[src/rtl/uart_tx_scheduler.sv]
// Store-bus UART transmit scheduler: decodes stores to the TX address, queues bytes
// in a small FIFO and launches one uart_tx transfer per byte while the serialiser is idle.
//
// state | meaning
// IDLE  | waiting for a queued byte and an idle serialiser; pops head byte on launch
// START | uart_tx_en pulse cycle
// HOLD  | skips uart_tx_busy while the serialiser's busy flag catches up
// WAIT  | waits for uart_tx_busy to fall
module uart_tx_scheduler #(
    parameter logic [31:0] TX_ADDR    = 32'h10000100,
    parameter logic [31:0] CLR_ADDR   = 32'h10000104,
    parameter int unsigned DEPTH_LOG2 = 3
) (
    input  logic                  clk,
    input  logic                  rst,
    input  logic [31:0]           data_in,
    input  logic                  store_addr_in,
    input  logic                  store_data_in,
    input  logic                  uart_tx_busy,
    output logic                  uart_tx_en,
    output logic [7:0]            uart_tx_data,
    output logic [DEPTH_LOG2:0]   fifo_count,
    output logic                  fifo_empty,
    output logic                  fifo_full,
    output logic                  overflow
);

    localparam int unsigned DEPTH = 1 << DEPTH_LOG2;
    localparam int unsigned PTR_W = DEPTH_LOG2;
    localparam int unsigned CNT_W = DEPTH_LOG2 + 1;
    localparam logic [CNT_W-1:0] FULL_CNT = CNT_W'(DEPTH);

    typedef enum logic [1:0] {
        IDLE  = 2'd0,
        START = 2'd1,
        HOLD  = 2'd2,
        WAIT  = 2'd3
    } state_t;

    state_t             state_q;
    state_t             state_d;
    logic               sel_tx;
    logic               sel_clr;
    logic [PTR_W-1:0]   wr_ptr;
    logic [PTR_W-1:0]   rd_ptr;
    logic [7:0]         mem [DEPTH];
    logic               push;
    logic               push_ok;
    logic               drop;
    logic               pop;
    logic               clr;

    assign fifo_empty = (fifo_count == '0);
    assign fifo_full  = (fifo_count == FULL_CNT);

    assign push    = store_data_in && sel_tx;
    assign clr     = store_data_in && sel_clr;
    // A full FIFO still accepts a push when the head leaves in the same cycle.
    assign push_ok = push && (!fifo_full || pop);
    assign drop    = push && fifo_full && !pop;

    always_ff @(posedge clk) begin
        if (rst) begin
            sel_tx  <= 1'b0;
            sel_clr <= 1'b0;
        end else if (store_addr_in) begin
            sel_tx  <= (data_in == TX_ADDR);
            sel_clr <= (data_in == CLR_ADDR);
        end
    end

    always_ff @(posedge clk) begin
        if (rst) begin
            wr_ptr     <= '0;
            rd_ptr     <= '0;
            fifo_count <= '0;
        end else begin
            if (push_ok) begin
                wr_ptr <= wr_ptr + PTR_W'(1);
            end
            if (pop) begin
                rd_ptr <= rd_ptr + PTR_W'(1);
            end
            case ({push_ok, pop})
                2'b10:   fifo_count <= fifo_count + CNT_W'(1);
                2'b01:   fifo_count <= fifo_count - CNT_W'(1);
                default: fifo_count <= fifo_count;
            endcase
        end
    end

    // Storage is deliberately left unreset; count and pointers define validity.
    always_ff @(posedge clk) begin
        if (push_ok) begin
            mem[wr_ptr] <= data_in[7:0];
        end
    end

    always_ff @(posedge clk) begin
        if (rst) begin
            overflow <= 1'b0;
        end else if (drop) begin
            overflow <= 1'b1;
        end else if (clr) begin
            overflow <= 1'b0;
        end
    end

    always_ff @(posedge clk) begin
        if (rst) begin
            state_q      <= IDLE;
            uart_tx_en   <= 1'b0;
            uart_tx_data <= 8'h00;
        end else begin
            state_q    <= state_d;
            uart_tx_en <= pop;
            if (pop) begin
                uart_tx_data <= mem[rd_ptr];
            end
        end
    end

    always_comb begin
        state_d = state_q;
        pop     = 1'b0;
        case (state_q)
            IDLE: begin
                if (!fifo_empty && !uart_tx_busy) begin
                    pop     = 1'b1;
                    state_d = START;
                end
            end
            START: state_d = HOLD;
            HOLD:  state_d = WAIT;
            WAIT: begin
                if (!uart_tx_busy) begin
                    state_d = IDLE;
                end
            end
            default: state_d = IDLE;
        endcase
    end

endmodule

[config.mk]
export PLATFORM = sky130hd
export DESIGN_NAME = uart_tx_scheduler
export DESIGN_NICKNAME = d
export VERILOG_FILES = /design/src/rtl/uart_tx_scheduler.sv
export SDC_FILE = /design/constraint.sdc
export NUM_CORES = 1
export LEC_CHECK = 0
export CORE_AREA = 2 2 114 116
export DETAILED_ROUTE_END_ITERATION = 12
export DIE_AREA = 0 0 116 118
export PLACE_DENSITY_LB_ADDON = 0.25
export SYNTH_ARGS = -nofsm -noshare
export SYNTH_HDL_FRONTEND = slang
export SYNTH_SLANG_ARGS = --single-unit
[constraint.sdc]
create_clock -name clk -period 3.4 [get_ports clk]
set_input_delay 0.68 -clock clk [delete_from_list [all_inputs] [get_ports clk]]
set_output_delay 0.68 -clock clk [all_outputs]
set_load 0.05 [all_outputs]
==> results.py, run 1 <==
metrics = {
    "global_routing": {
        "number_of_global_route_vias_before_repair": 2242,
        "pin_count_of_the_biggest_net_entering_global_routing": 29,
        "antenna_violations_before_repair": 0,
        "grt_pass1_wl_um": 12060,
        "groute.usage.overall": 0.1186,
        "total_congestion_overflow_after_global_routing": 0,
    },
    "power": {
        "leakagePower_nw": 1.520,
        "net-switching-power_mw": 0.4977,
        "clock_power_share": 0.434,
        "vdd.ir_drop.worst_mv": 0.2635,
        "pwr-share-seq": 0.502,
        "internal-power_mw": 1.808,
        "power_per_cell_area_mw_per_mm2": 486.7,
        "p_comb_frac": 0.064,
        "p_sw_frac": 0.2159,
    },
    "sta": {
        "timing.final.crit_share": 0.8686,
        "post-route-min-period_ns": 2.953,
        "fin_skew_ns": 0.007666,
        "setup_repair_after_global_routing_missed_its_margin": "no",
        "timing.max_slew.rel_slack": 0.3984,
        "f_max_mhz": 338.6,
        "timing.final.max_slew_violations": 0,
        "finalSetupTns_ns": 0,
        "timing.final.hold_violations": 0,
        "whs_ns": 0.4653,
        "worst_slew_pin_slew_ns": 0.9012,
        "timing.final.setup_violations": 0,
    },
    "cells_and_area": {
        "inserted_diodes": 0,
        "layout-drive-gt1-share": 0.1847,
        "area.sequential_mm2": 0.002402,
        "relative_area_change_from_synthesis_to_final_layout_pct": 29.48,
        "final_cell_count_no_fill": 486,
        "fin_nets": 353,
        "multi_input_area_mm2": 0.001162,
        "nFillCells": 1170,
    },
    "route": {
        "routed_wl_um": 7418,
        "via_count": 2184,
        "firstDrtPassIters": 4,
        "vias_per_cell": 4.494,
        "post-route-drc-count": 0,
        "wire_per_inst_um": 15.26,
        "initial_detailed_routing_violation_count": 184,
        "postRouteAntennaNets": 0,
    },
    "floorplanning": {
        "rows": 41,
        "die_height_um": 118,
        "initial_core_util": 0.2947,
        "dieWidth_um": 116,
        "io_pins": 53,
        "die_area_mm2": 0.01369,
        "core-area_mm2": 0.01241,
    },
    "logic_synthesis": {
        "ys_seq_area_frac": 0.6566,
        "netlist.top_cell.by_area": "edfxtp_1",
        "synth.net_count": 287,
        "synthesis.instances": 243,
        "synth_most_common_cell": "edfxtp_1",
        "yosys_register_bits": 88,
        "avgSynthCellArea_um2": 15.06,
        "ys_warn_count": 0,
        "synth_cell_types": 45,
        "synth_ff_type": "edfxtp_1",
        "post_synth_main_area_contributors": "edfxtp_1 (53%), dfxtp_1 (13%), mux4_2 (9.8%), nor2_1 (2.5%), ha_1 (2.4%)",
        "syn_area_mm2": 0.003659,
        "synth_top_cell_area_share": 0.5253,
        "edff_count_synth": 64,
        "synth_async_sr_flop_share": 0,
        "synth_common_cells": "edfxtp_1 (64), dfxtp_1 (24), nor2_1 (24)",
    },
    "clock_tree": {
        "max-clock-path-buffers": 2,
        "worstSkewPairLatency_ns": 0.34,
        "tritoncts": "built",
        "clock-root-buffer": "clkbuf_16",
        "cts_resized": 0,
        "clk_pin_slew_ns": 0.07,
        "cts-buffers-inserted": 9,
        "clock_sink_count": 88,
        "h-tree-depth": 3,
        "postCtsSetupBuffers": 0,
        "holdBufCountCts": 0,
    },
    "critical_path": {
        "critical_path.max_fanout": 9,
        "worstSetupStartpointType": "flip-flop",
        "crit_arrival_ns": 2.27,
        "cp_data_required_time_ns": 2.72,
        "crit_path_end_kind": "output port",
        "timing.setup.critical_path_class": "reg -> out",
    },
    "placement": {
        "dp.final_hpwl_um": 5176,
        "placed_cells_incl_taps": 470,
        "place_congestion": 0.7821,
        "port_buffers": 52,
    },
    "outcome": {
        "run_status": "finished, final reports clean",
    },
    "flow_run": {
        "max_cap_violations": 0,
    },
    "worst_hold_path": {
        "worstHoldPathType": "reg -> reg",
    },
}
[per-layer routing]
metal	GRT usage	vias to the layer above	wire length, um
met5	0	-	0
met4	0.06473	0	206
met3	0.02678	14	226
met2	0.1740	37	3467
met1	0.1618	1060	3518
li1	-	1073	-
[stage by stage]
stage	total power, mW	util	cell area, um2	setup slack (ns)
floorplan	1.252	-	3659	0.8063
global placement	1.329	0.3571	4433	0.7194
detailed placement	1.330	0.3571	4433	0.6743
CTS	2.338	0.3816	4737	0.4210
global route	2.385	0.3816	4737	0.3877
finish	2.305	0.3816	4737	0.4469
[power groups by stage]
stage | combinational (mW) | sequential [mW] | clock, mW
3_3_place_gp | 0.147 | 1.18 | 0
6_report | 0.147 | 1.16 | 1.00
3_5_place_dp | 0.149 | 1.18 | 0
2_1_floorplan | 0.0548 | 1.20 | 0
4_1_cts | 0.149 | 1.16 | 1.03
5_1_grt | 0.160 | 1.16 | 1.07
[kinds of logic (layout without fill, tap and decap cells)]
logic type | after synthesis | count (layout) | synth area share
mux | 21 | 21 | 0.1139
buf+inv | 17 | 88 | 0.02565
fa+ha+maj | 7 | 7 | 0.02394
flops | 88 | 88 | 0.6566
simple gates | 79 | 79 | 0.1177
compound gates | 28 | 28 | 0.05506
xor+xnor | 3 | 3 | 0.007183
[cell usage in the layout (no fill, tap or decap), types with 2 or more instances in the layout]
cell / n
nand3_2: 2
nor4b_1: 3
nand2b_1: 8
buf_4: 14
mux4_2: 16
nor2_1: 24
clkinv_4: 2
a21oi_1: 6
o22ai_1: 8
dfxtp_1: 24
inv_6: 2
nand4_1: 4
xnor2_1: 3
nand2_1: 7
nor2b_1: 3
mux2i_1: 3
and3_1: 2
clkdlybuf4s50_1: 52
ha_1: 7
nor3_1: 14
o21a_1: 3
inv_1: 5
and2_1: 2
edfxtp_1: 64
nor4_1: 5
clkbuf_16: 9
[layout make-up]
class / count / share of cell area
timing repair buffer: 66 / 0.1321
sequential: 88 / 0.5071
inverter: 6 / 0.005811
clock inverter: 6 / 0.01585
clock buffer: 10 / 0.04834
tap: 172 / 0.04543
multi-input combinational: 138 / 0.2454
[final timing paths]
kind	cells past startpoint	slack (ns)	end	startpoint
worst max register to register	8	1.09	fifo_count[2]	fifo_count[3]
worst max-delay path	3	0.45	fifo_empty	fifo_count[3]
worst min register to register	2	0.47	overflow	overflow
worst min-delay path	2	0.47	overflow	overflow
[sequential cells by signal, summed over array words and instances (netlist names)]
name and flops:
mem 64, uart_tx_data 8, fifo_count 4, rd_ptr 3, wr_ptr 3, state_q 2
overflow 1, sel_clr 1, sel_tx 1, uart_tx_en 1
[worst max-delay path, stage by stage (launching register included)]
cell and delay [ns]:
dfxtp_1 0.39, or4_4 0.63, clkinv_4 0.11, clkdlybuf4s50_1 0.80
(Power assumes the default switching activity.)
==> run 2, diff against run 1 <==
--- a/config.mk
+++ b/config.mk
@@ -5,10 +5,11 @@
 export SDC_FILE = /design/constraint.sdc
 export NUM_CORES = 1
 export LEC_CHECK = 0
-export CORE_AREA = 2 2 114 116
+export CORE_AREA = 4 4 116 118
 export DETAILED_ROUTE_END_ITERATION = 12
-export DIE_AREA = 0 0 116 118
+export DIE_AREA = 0 0 120 122
 export PLACE_DENSITY_LB_ADDON = 0.25
+export SKIP_LAST_GASP = 1
 export SYNTH_ARGS = -nofsm -noshare
 export SYNTH_HDL_FRONTEND = slang
 export SYNTH_SLANG_ARGS = --single-unit
==> run 2 against run 1 <==
Effect of this change: highest routed layer unchanged; via count rose by 3.4%; worst setup slack better by 0.0088 ns; critical endpoint unchanged; critical path depth unchanged; die area up 7.0%; clock skew shrank 0.0022 ns; sequential cell count did not move; clock power down 6%; design area up 0.16%; final cell count rose by 0.62%; global-route usage fell by 0.30 points; critical path type unchanged.
==> results.py, run 2 (synthesized netlist as in run 1, its figures left out) <==
metrics = {
    "global_routing": {
        "grt-busiest-layer": "met2",
        "grt_pass1_wl_um": 12940,
        "met3_track_demand_over_resource": 0.02043,
        "groute.usage.overall": 0.1156,
        "global_route.usage.met1": 0.1573,
        "number_of_global_route_vias_before_repair": 2298,
        "total_congestion_overflow_after_global_routing": 0,
        "antenna_violations_before_repair": 0,
        "gr-usage-met2": 0.1890,
        "pin_count_of_the_biggest_net_entering_global_routing": 19,
    },
    "sta": {
        "timing.max_slew.rel_slack": 0.4418,
        "worst_slew_pin_slew_ns": 0.8362,
        "f_max_mhz": 339.6,
        "finalSetupTns_ns": 0,
        "postLayoutSetupSlackWorst_ns": 0.4557,
        "timing.final.hold_violations": 0,
        "setup_repair_after_global_routing_missed_its_margin": "no",
        "timing.final.crit_share": 0.8660,
        "timing.final.setup_violations": 0,
        "timing.final.max_slew_violations": 0,
        "post-route-min-period_ns": 2.944,
        "fin_skew_ns": 0.005497,
    },
    "flow_run": {
        "max_cap_violations": 0,
    },
    "route": {
        "post-route-drc-count": 0,
        "postRouteAntennaNets": 0,
        "firstDrtPassIters": 4,
        "via_count": 2259,
        "routed_wl_um": 8086,
        "initial_detailed_routing_violation_count": 205,
        "wire_per_inst_um": 16.54,
        "vias_per_cell": 4.620,
    },
    "floorplanning": {
        "die_area_mm2": 0.01464,
        "dieWidth_um": 120,
        "rows": 41,
        "core-area_mm2": 0.01247,
        "die_height_um": 122,
        "initial_core_util": 0.2935,
        "io_pins": 53,
    },
    "cells_and_area": {
        "layout-drive-gt1-share": 0.1956,
        "largest_register_ff_count": 64,
        "reg.largest.list": "mem: 64 flops, uart_tx_data: 8 flops, fifo_count: 4 flops",
        "final_cell_mix": "edfxtp_1 (64), clkdlybuf4s50_1 (52), nor2_1 (24), dfxtp_1 (24), buf_4 (17)",
        "fin_nets": 356,
        "most_common_cell_after_layout_fill_and_taps_aside": "edfxtp_1",
        "final_cell_area_mm2": 0.004745,
        "inserted_diodes": 0,
        "relative_area_change_from_synthesis_to_final_layout_pct": 29.69,
        "max_flop_register": "mem",
    },
    "critical_path": {
        "cp_data_required_time_ns": 2.72,
        "timing.setup.critical_path_class": "reg -> out",
        "worstSetupStartpointType": "flip-flop",
        "crit_arrival_ns": 2.26,
        "critical_path.max_fanout": 9,
        "crit_path_end_kind": "output port",
    },
    "clock_tree": {
        "worstSkewPairLatency_ns": 0.33,
        "clk_pin_slew_ns": 0.07,
        "tritoncts": "built",
        "clock-root-buffer": "clkbuf_16",
        "cts_resized": 0,
        "holdBufCountCts": 0,
        "h-tree-depth": 3,
        "clock_sink_count": 88,
        "postCtsSetupBuffers": 0,
        "max-clock-path-buffers": 2,
        "cts-buffers-inserted": 9,
    },
    "power": {
        "internal-power_mw": 1.740,
        "power_per_cell_area_mw_per_mm2": 473.7,
        "pwr-share-seq": 0.515,
        "leakagePower_nw": 1.532,
        "net-switching-power_mw": 0.5074,
        "p_sw_frac": 0.2258,
        "clock_power_share": 0.418,
        "vdd.ir_drop.worst_mv": 0.3383,
        "p_comb_frac": 0.067,
    },
    "placement": {
        "place_congestion": 0.7783,
        "dpl_worst_slack_ns": 0.7219,
        "placed_area_mm2": 0.004456,
        "dp.final_hpwl_um": 5859,
        "port_buffers": 52,
    },
    "worst_hold_path": {
        "worstHoldPathType": "reg -> reg",
    },
    "outcome": {
        "run_status": "finished, final reports clean",
    },
}
-- run 2: changes by cell type in the layout (fill, tap and decap cells not counted), sizes merged --
cell	previous run	this run
bufinv	1	0
clkbuf	10	9
inv	8	9
buf	14	17
clkinv	2	3
-- run 2: area by class of cell --
type                    instances  area (um2)
clock buffers                   9       225.2
flip-flops and latches         88        2402
well taps                     172       215.2
clock inverters                 7       63.81
fillers                      1177        7721
inverters                       6       27.53
multi-input cells             138        1162
repair buffers                 69       648.1
-- run 2: worst max-delay path, stage by stage (launching register included) --
cell             delay [ns]
dfxtp_1                0.40
or4_4                  0.63
clkinv_4               0.10
clkdlybuf4s50_1        0.80
-- run 2: power by group through the flow --
stage | registers [mW] | logic (mW) | clock network (mW)
3_3_place_gp | 1.18 | 0.150 | 0
2_1_floorplan | 1.20 | 0.0548 | 0
6_report | 1.16 | 0.150 | 0.939
5_1_grt | 1.16 | 0.164 | 1.02
3_5_place_dp | 1.18 | 0.152 | 0
4_1_cts | 1.16 | 0.153 | 0.969
-- run 2: metal layers --
layer,routed length [um],up-vias,share of wire
met5,0,-,0
met4,81,0,0.010
met3,260,6,0.032
met2,4034,40,0.50
met1,3708,1129,0.46
li1,-,1084,-
-- run 2: stage by stage --
| step | util | cells | hold slack (ns) | total power, mW |
|---|---|---|---|---|
| final | 0.3806 | 489 | 0.4660 | 2.248 |
| after global routing | 0.3806 | 489 | 0.4875 | 2.339 |
| after CTS | 0.3806 | 489 | 0.4701 | 2.280 |
| after detailed placement | 0.3574 | 473 | 0.4599 | 1.334 |
| after global placement | 0.3574 | 473 | 0.4502 | 1.332 |
| after floorplan | - | 243 | 0.4759 | 1.252 |
-- run 2: final timing paths --
kind                            depth (start not counted)           from            end  slack, ns
worst min register to register                          2       overflow       overflow       0.47
worst max-delay path                                    3  fifo_count[3]     fifo_empty       0.46
worst min-delay path                                    2       overflow       overflow       0.47
worst max register to register                          8  fifo_count[3]  fifo_count[2]       1.10
